===== src/rtl/uart_cpu_bridge.sv =====
// Bridge between the CPU uart port and the serial rx/tx engines.
// RX bytes are queued for req/ack reads; CPU writes are queued and sent to the transmitter one at a time.
module uart_cpu_bridge #(
  parameter int RX_DEPTH_LOG2 = 4,
  parameter int TX_DEPTH_LOG2 = 4
) (
  input  logic                     clk,
  input  logic                     reset,
  input  logic                     uartReadReq,
  output logic                     uartReadAck,
  output logic [7:0]               uartReadData,
  input  logic                     uartWriteReq,
  input  logic [7:0]               uartWriteData,
  output logic                     uartWriteReady,
  input  logic                     rxValid,
  input  logic [7:0]               rxData,
  output logic                     txStart,
  output logic [7:0]               txData,
  input  logic                     txBusy,
  output logic                     rxOverrun,
  output logic [RX_DEPTH_LOG2:0]   rxCount
);

  localparam int RX_DEPTH = 1 << RX_DEPTH_LOG2;
  localparam int TX_DEPTH = 1 << TX_DEPTH_LOG2;

  typedef enum logic [1:0] {R_IDLE, R_ACK, R_WAIT_LOW} read_state_t;
  typedef enum logic [1:0] {T_IDLE, T_START, T_WAIT_BUSY, T_WAIT_DONE} tx_state_t;

  // ---------------- RX FIFO ----------------
  logic [7:0]             rx_mem [RX_DEPTH];
  logic [RX_DEPTH_LOG2:0] rx_wr_ptr;
  logic [RX_DEPTH_LOG2:0] rx_rd_ptr;
  logic                   rx_full;
  logic                   rx_empty;
  logic                   rx_push;
  logic                   rx_pop;

  assign rx_empty = (rx_wr_ptr == rx_rd_ptr);
  assign rx_full  = (rx_wr_ptr[RX_DEPTH_LOG2-1:0] == rx_rd_ptr[RX_DEPTH_LOG2-1:0]) &&
                    (rx_wr_ptr[RX_DEPTH_LOG2] != rx_rd_ptr[RX_DEPTH_LOG2]);
  assign rx_push  = rxValid && !rx_full;
  assign rxCount  = rx_wr_ptr - rx_rd_ptr;

  // NOTE: storage arrays carry no reset; the pointers alone define what is valid.
  always_ff @(posedge clk) begin
    if (rx_push) rx_mem[rx_wr_ptr[RX_DEPTH_LOG2-1:0]] <= rxData;
  end

  // NOTE: state registers use non-blocking assignments so every flop samples pre-edge values.
  always_ff @(posedge clk) begin
    if (reset) begin
      rx_wr_ptr <= '0;
      rx_rd_ptr <= '0;
      rxOverrun <= 1'b0;
    end else begin
      if (rx_push)           rx_wr_ptr <= rx_wr_ptr + 1'b1;
      if (rx_pop)            rx_rd_ptr <= rx_rd_ptr + 1'b1;
      if (rxValid && rx_full) rxOverrun <= 1'b1;
    end
  end

  // ---------------- CPU read FSM ----------------
  read_state_t rd_state;
  read_state_t rd_state_next;
  logic        ack_next;

  always_ff @(posedge clk) begin
    if (reset) begin
      rd_state     <= R_IDLE;
      uartReadAck  <= 1'b0;
      uartReadData <= '0;
    end else begin
      rd_state    <= rd_state_next;
      uartReadAck <= ack_next;
      if (rx_pop) uartReadData <= rx_mem[rx_rd_ptr[RX_DEPTH_LOG2-1:0]];
    end
  end

  // The ack flop is loaded from R_ACK, so it appears two edges after the request is seen.
  // NOTE: every always_comb output gets a default first; a missed branch would otherwise infer a latch.
  always_comb begin
    rd_state_next = rd_state;
    rx_pop        = 1'b0;
    ack_next      = 1'b0;
    unique case (rd_state)
      R_IDLE: begin
        if (uartReadReq && !rx_empty) begin
          rx_pop        = 1'b1;
          rd_state_next = R_ACK;
        end
      end
      R_ACK: begin
        ack_next      = 1'b1;
        rd_state_next = R_WAIT_LOW;
      end
      R_WAIT_LOW: begin
        if (!uartReadReq) rd_state_next = R_IDLE;
      end
      default: rd_state_next = R_IDLE;
    endcase
  end

  // ---------------- TX FIFO ----------------
  logic [7:0]             tx_mem [TX_DEPTH];
  logic [TX_DEPTH_LOG2:0] tx_wr_ptr;
  logic [TX_DEPTH_LOG2:0] tx_rd_ptr;
  logic [TX_DEPTH_LOG2:0] tx_wr_ptr_next;
  logic [TX_DEPTH_LOG2:0] tx_rd_ptr_next;
  logic                   tx_full_next;
  logic                   tx_empty;
  logic                   tx_push;
  logic                   tx_pop;

  assign tx_empty       = (tx_wr_ptr == tx_rd_ptr);
  assign tx_push        = uartWriteReq && uartWriteReady;
  assign tx_wr_ptr_next = tx_wr_ptr + {{TX_DEPTH_LOG2{1'b0}}, tx_push};
  assign tx_rd_ptr_next = tx_rd_ptr + {{TX_DEPTH_LOG2{1'b0}}, tx_pop};
  assign tx_full_next   = (tx_wr_ptr_next[TX_DEPTH_LOG2-1:0] == tx_rd_ptr_next[TX_DEPTH_LOG2-1:0]) &&
                          (tx_wr_ptr_next[TX_DEPTH_LOG2] != tx_rd_ptr_next[TX_DEPTH_LOG2]);

  always_ff @(posedge clk) begin
    if (tx_push) tx_mem[tx_wr_ptr[TX_DEPTH_LOG2-1:0]] <= uartWriteData;
  end

  // Ready is registered from the post-update pointers, so it always equals "not full".
  always_ff @(posedge clk) begin
    if (reset) begin
      tx_wr_ptr      <= '0;
      tx_rd_ptr      <= '0;
      uartWriteReady <= 1'b1;
    end else begin
      tx_wr_ptr      <= tx_wr_ptr_next;
      tx_rd_ptr      <= tx_rd_ptr_next;
      uartWriteReady <= !tx_full_next;
    end
  end

  // ---------------- TX FSM ----------------
  tx_state_t tx_state;
  tx_state_t tx_state_next;

  always_ff @(posedge clk) begin
    if (reset) begin
      tx_state <= T_IDLE;
      txData   <= '0;
    end else begin
      tx_state <= tx_state_next;
      if (tx_pop) txData <= tx_mem[tx_rd_ptr[TX_DEPTH_LOG2-1:0]];
    end
  end

  always_comb begin
    tx_state_next = tx_state;
    tx_pop        = 1'b0;
    txStart       = 1'b0;
    unique case (tx_state)
      T_IDLE: begin
        if (!tx_empty) begin
          tx_pop        = 1'b1;
          tx_state_next = T_START;
        end
      end
      T_START: begin
        txStart       = 1'b1;
        tx_state_next = T_WAIT_BUSY;
      end
      T_WAIT_BUSY: begin
        if (txBusy) tx_state_next = T_WAIT_DONE;
      end
      T_WAIT_DONE: begin
        if (!txBusy) tx_state_next = T_IDLE;
      end
      default: tx_state_next = T_IDLE;
    endcase
  end

endmodule


===== config.mk =====
export PLATFORM = sky130hd
export DESIGN_NAME = uart_cpu_bridge
export DESIGN_NICKNAME = d
export VERILOG_FILES = /design/src/rtl/uart_cpu_bridge.sv
export SDC_FILE = /design/constraint.sdc
export NUM_CORES = 1
export LEC_CHECK = 0
export BUFFER_PORTS_ARGS = -buffer_cell sky130_fd_sc_hd__clkbuf_2
export CAP_MARGIN = 20
export CORE_MARGIN = 2
export CORE_UTILIZATION = 55
export DETAILED_ROUTE_END_ITERATION = 8
export PLACE_DENSITY = 0.72
export SLEW_MARGIN = 20
export SYNTH_ARGS = -nofsm -noshare
export SYNTH_HDL_FRONTEND = slang
export SYNTH_SLANG_ARGS = --single-unit

===== constraint.sdc =====
create_clock -name clk -period 3.75 [get_ports clk]
set_clock_uncertainty 0.05 [all_clocks]
set_input_delay 0.75 -clock clk [delete_from_list [all_inputs] [get_ports clk]]
set_output_delay 0.75 -clock clk [all_outputs]
set_load 0.005 [all_outputs]

Yosys cells after proc, flatten, opt, wreduce, memory -nomap -nowiden. Memories as Yosys holds them, arrays and structs flattened. A register that Yosys moved wholly into a read port is not among the register bits. Cells that the tools add are included.

Div/mod/pow operators: 0. Shift operators: 0. Order comparisons: 0. $add $sub $neg: 5. Reduce and logical (&&, ||, !) cells: 13. Bitwise operators: 0. Mux-type cells: 17. Eq/ne operators: 16. $mul: 0.

Operators by type and width (count): adder 5 x 1 -> 5 bit (2); adder 5 x 1 -> 5 bit, second input constant (2); == test 5 bit (2); two-way mux 1 bit (10); two-way mux 2 bit (5); != test 2 bit, second input constant (5); == test 4 bit (2); case mux 2 bit (4 select lines) (1); == test 2 bit, second input constant (3); logical AND 1 bit (6); case mux 2 bit (3 select lines) (1); subtractor 5 bit (1); == test 2 x 1 -> 1 bit, second input constant (2); logical NOT 2 bit (2); logical NOT 1 bit (3); AND reduction 3 bit (1); != test 1 bit (2); AND reduction 2 bit (1).

Input bits: 22. Bits in registers: 27. Memories kept: 2. Bits in latches: 0. Word-level logic and storage cells: 62. Output and inout port bits: 25. Bits in writable memories: 256. Memory bits (read-only): 0.

Memory list: rx_mem (depth 16, bits a word 8, read ports 1, clocked after Yosys merged registers in 1, write ports 1, line 31) `logic [7:0] rx_mem [RX_DEPTH];`; tx_mem (depth 16, bits a word 8, read ports 1, clocked after Yosys merged registers in 1, write ports 1, line 105) `logic [7:0] tx_mem [TX_DEPTH];`.

Longest topological paths before layout.
Word-level depth: 7. Mapped depth: 10.

Least setup slack after synthesis. Ideal clock, no wire load.

Kind: reg-to-reg. Start point: register rx_rd_ptr[1]. End point: memory rx_mem[3][0], enable pin. Arrival: 2512 ps. Required time: 3317 ps. Path slack: 805 ps. Library setup time: 383 ps. Path buffers: 2. Cell stages (with the launch flop): 9. Path through: dfxtp_1 -> buf_2 -> buf_1 -> inv_1 -> ha_1 -> and4_1 -> a21boi_2 -> nand2_1 -> nor3_1.

Longest elaborated chain between the ends: 6.

Ends and longest elaborated chain: start: declaration (line 33) `logic [RX_DEPTH_LOG2:0] rx_rd_ptr;`; start signal: assignment (line 58) `if (rx_pop) rx_rd_ptr <= rx_rd_ptr + 1'b1;`; == test 4 bit (line 40) `assign rx_full = (rx_wr_ptr[RX_DEPTH_LOG2-1:0] == rx_rd_ptr[RX_DEPTH_LOG2-1:0]) &&`; logical AND 1 bit (line 40); logical NOT 1 bit (line 42) `assign rx_push = rxValid && !rx_full;`; logical AND 1 bit (line 42); two-way mux 1 bit (line 47) `if (rx_push) rx_mem[rx_wr_ptr[RX_DEPTH_LOG2-1:0]] <= rxData;`; two-way mux 1 bit (not written as such) (line 47); end: declaration (line 31).

Every way passes these cells.

Worst setup path in the final report.
Start point: register rx_rd_ptr[1]. End point: output port rxCount[4].

Longest elaborated chain between the ends: 1.

Ends and longest elaborated chain: subtractor 5 bit (line 43) `assign rxCount = rx_wr_ptr - rx_rd_ptr;`; end: declaration (line 21) `output logic [RX_DEPTH_LOG2:0] rxCount`.

Every way passes these cells.

==> impl_results.md <==
* Max Slew Vio Count at 0
* Residual DRC at 0
* Maxcap violations at 0
* Seq/Total Area, Yosys at 0.710
* Fraction of layout cells with a size suffix above 1 at 0.232
* Worst Path Class, Setup: reg -> out
* Crit-path max cell delay at 0.44 ns
* Crit-path max FO at 36
* Drt pass-1 iters at 6
* Post-Layout Cell Count at 1017
* Setup TNS at 0 ns
* Die width at 152 µm
* RD Place Congestion at 0.804
* First-pass GRT wire length at 35.5 mm
* CTS Buf Count at 30
* Post-Syn Area at 12000 µm²
* CTS Buffer Depth at 3
* Initial antenna violation count at 0
* CTS tree: yes
* Post-CTS Setup Repair Bufs at 0
* Layout area overhead at 11.8%
* Final Total Pwr at 0.00793 W
* WL/cell at 22.4 µm
* Worst-margin pin slew at 0.979 ns
* PD cells at 589 nW/µm²
* Ports at 47
* CTS resizes at 0
* Register Area at 8550 µm²
* Iteration-0 DRC Markers at 631
* DIE HEIGHT at 152 µm
* DR vias/cell at 5.98
* Critical path buffer and inverter count at 3
* Drt total wl at 22.7 mm
* Clock Latency Late Sink at 0.54 ns
* Fill count at 1511
* Clk sinks at 299
* Top FF cell, synth: edfxtp_1
* Data required time of the critical path at 2.95 ns
* Core area at 21700 µm²
* Crit. End Element: output port
* Post-synthesis net count at 696
* Total Nets Final at 754
* Crit path cell chain: buf_4 -> fa_1 -> inv_1 -> a21o_1 -> a21oi_1 -> xor2_1 -> clkbuf_2
* Placed insts at 961
* Synth Warn # at 0
* GRT overflow at 0
* Initial core utilization at 0.555
* Post-synth ARST share at 0
* HP Class: in -> reg
* Final period util at 0.841
* Worst-path clk slew at 0.06 ns
* Cells after Synth at 655
* Via count at 6081
* Post-Place Cell Area at 12500 µm²
* Hpwl dp at 14.5 mm
* Total die area at 23100 µm²
* Critical path data arrival time at 2.35 ns
* Maximum vdd ir drop at 0.000500 V
* Flops & latches, synth at 299
* Inserted Diodes at 0
* Leakage at 4.53 nW
* Setup violations, final at 0
* Worst slew margin at 0.345
* Worst Setup Start Kind: flop
* GRT Overall Usage at 0.196
* Tmin final at 3.15 ns
* Vias in the first global route at 6364
* Final Cell Area at 13500 µm²
* Synth cell types at 46
* ANT nets after route at 0
* Area taken by multi-input logic gates at 3160 µm²
* CTS root buffer: clkbuf_16
* RSZ-0062 raised after global routing: no
* Slowest-stage cell, CP: buf_4
* Final-report hold violation count at 0
* Count of buffers from port buffering at 46
* Status: finished, final reports clean
* CTS H-tree lvls at 1
* # hold bufs at CTS at 0
* Core Rows at 54
* FMAX at 317 MHz
* Syn avg cell area at 18.4 µm²
* Delay-heaviest family, CP: buffers and inverters
* Number of synthesized flops with an enable pin at 256
* Largest net degree at the start of global routing at 38
==> state kept, by name (all words and copies together), names as in the netlist <==
name / count
tx_rd_ptr: 5
tx_mem: 128
uartReadAck: 1
uartWriteReady: 1
rx_rd_ptr: 5
tx_wr_ptr: 5
rxOverrun: 1
uartReadData: 8
rx_wr_ptr: 5
rx_mem: 128
tx_state: 2
txData: 8
rd_state: 2
==> final timing paths <==
path	startpoint	to	slack, ns	cells after the start
max reg2reg	rx_wr_ptr[0]	rx_mem[5][2]	0.89	6
min	uartReadReq	rd_state[1]	0.43	3
max	rx_rd_ptr[1]	rxCount[4]	0.60	7
min reg2reg	txData[6]	txData[6]	0.43	1
==> cells in the mapped netlist (9+ instances only) <==
library cell  instances  share of area
nor2b_1              10         0.0052
dfxtp_1              43          0.071
edfxtp_1            256           0.64
nand2_1              12         0.0037
clkbuf_8              9          0.010
nor2_1               58          0.018
inv_1                12         0.0037
ha_1                 18          0.019
mux2i_1               9         0.0075
a21oi_1              30          0.012
clkbuf_1             11         0.0034
mux4_2               49          0.092
xor2_1               17          0.012
nor3_1                9         0.0037
a22oi_1              16          0.010
xnor2_1              10         0.0073
mux4_1               15          0.033
==> routing by layer <==
metal | part of all wire | global-route usage | up-vias
li1 | - | - | 2701
met1 | 0.44 | 0.288 | 3161
met2 | 0.48 | 0.315 | 188
met3 | 0.056 | 0.0325 | 31
met4 | 0.018 | 0.0472 | 0
met5 | 0 | 0 | -
==> layout make-up <==
class / instances / area share
inverter: 12 / 0.00335
timing repair buffer: 62 / 0.0260
clock buffer: 36 / 0.0590
clock inverter: 20 / 0.0163
multi-input combinational: 308 / 0.234
tap: 280 / 0.0260
sequential: 299 / 0.635
==> power breakdown <==
part / internal (W) / switching [W]
combinational: 0.000532 / 0.000586
clock: 0.00184 / 0.00119
sequential: 0.00372 / 0.0000578
==> through the flow <==
stage / hold slack, ns / setup WS (ns) / util
after floorplan: 0.405 / 0.805 / -
after global placement: 0.414 / 1.04 / 0.574
after detailed placement: 0.409 / 0.879 / 0.574
after CTS: 0.409 / 0.584 / 0.621
after global routing: 0.422 / 0.494 / 0.621
final: 0.426 / 0.595 / 0.621
==> cell families after synthesis <==
| group | Yosys count | share of synthesized area |
|---|---|---|
| AOI/OAI and AO/OA | 72 | 0.0415 |
| xor gates and xnor gates | 27 | 0.0196 |
| adders and majority gates | 19 | 0.0204 |
| buffers and inverters | 48 | 0.0284 |
| DFF | 299 | 0.710 |
| muxes | 74 | 0.133 |
| and+or+nand+nor | 116 | 0.0477 |
==> worst reg2reg max path, cell delays in order (launching register included) <==
cell and delay, ns:
dfxtp_1 0.43, inv_1 0.13, ha_1 0.34, and4_1 0.25, a21boi_2 0.32, nand2_1 0.24
nor2_1 0.73
==> cells in the final DEF, fill, tap and decap left out, drive strengths merged, types with 2 or more instances in the layout <==
cell type	Yosys	final
ha	18	18
bufinv	0	5
dfxtp	43	43
clkinv	0	14
nand4	5	5
nor2b	14	14
nand3	5	5
o21ai	2	2
clkbuf	21	82
nand2	12	12
nor2	58	58
a22oi	16	16
edfxtp	256	256
a21o	2	2
a21boi	2	2
a21oi	30	30
nor3	10	10
nand2b	5	5
buf	15	16
inv	12	12
a22o	8	8
mux2i	9	9
a31oi	2	2
or3	2	2
mux4	64	64
a211oi	9	9
xnor2	10	10
xor2	17	17
(Power assumes the default switching activity.)
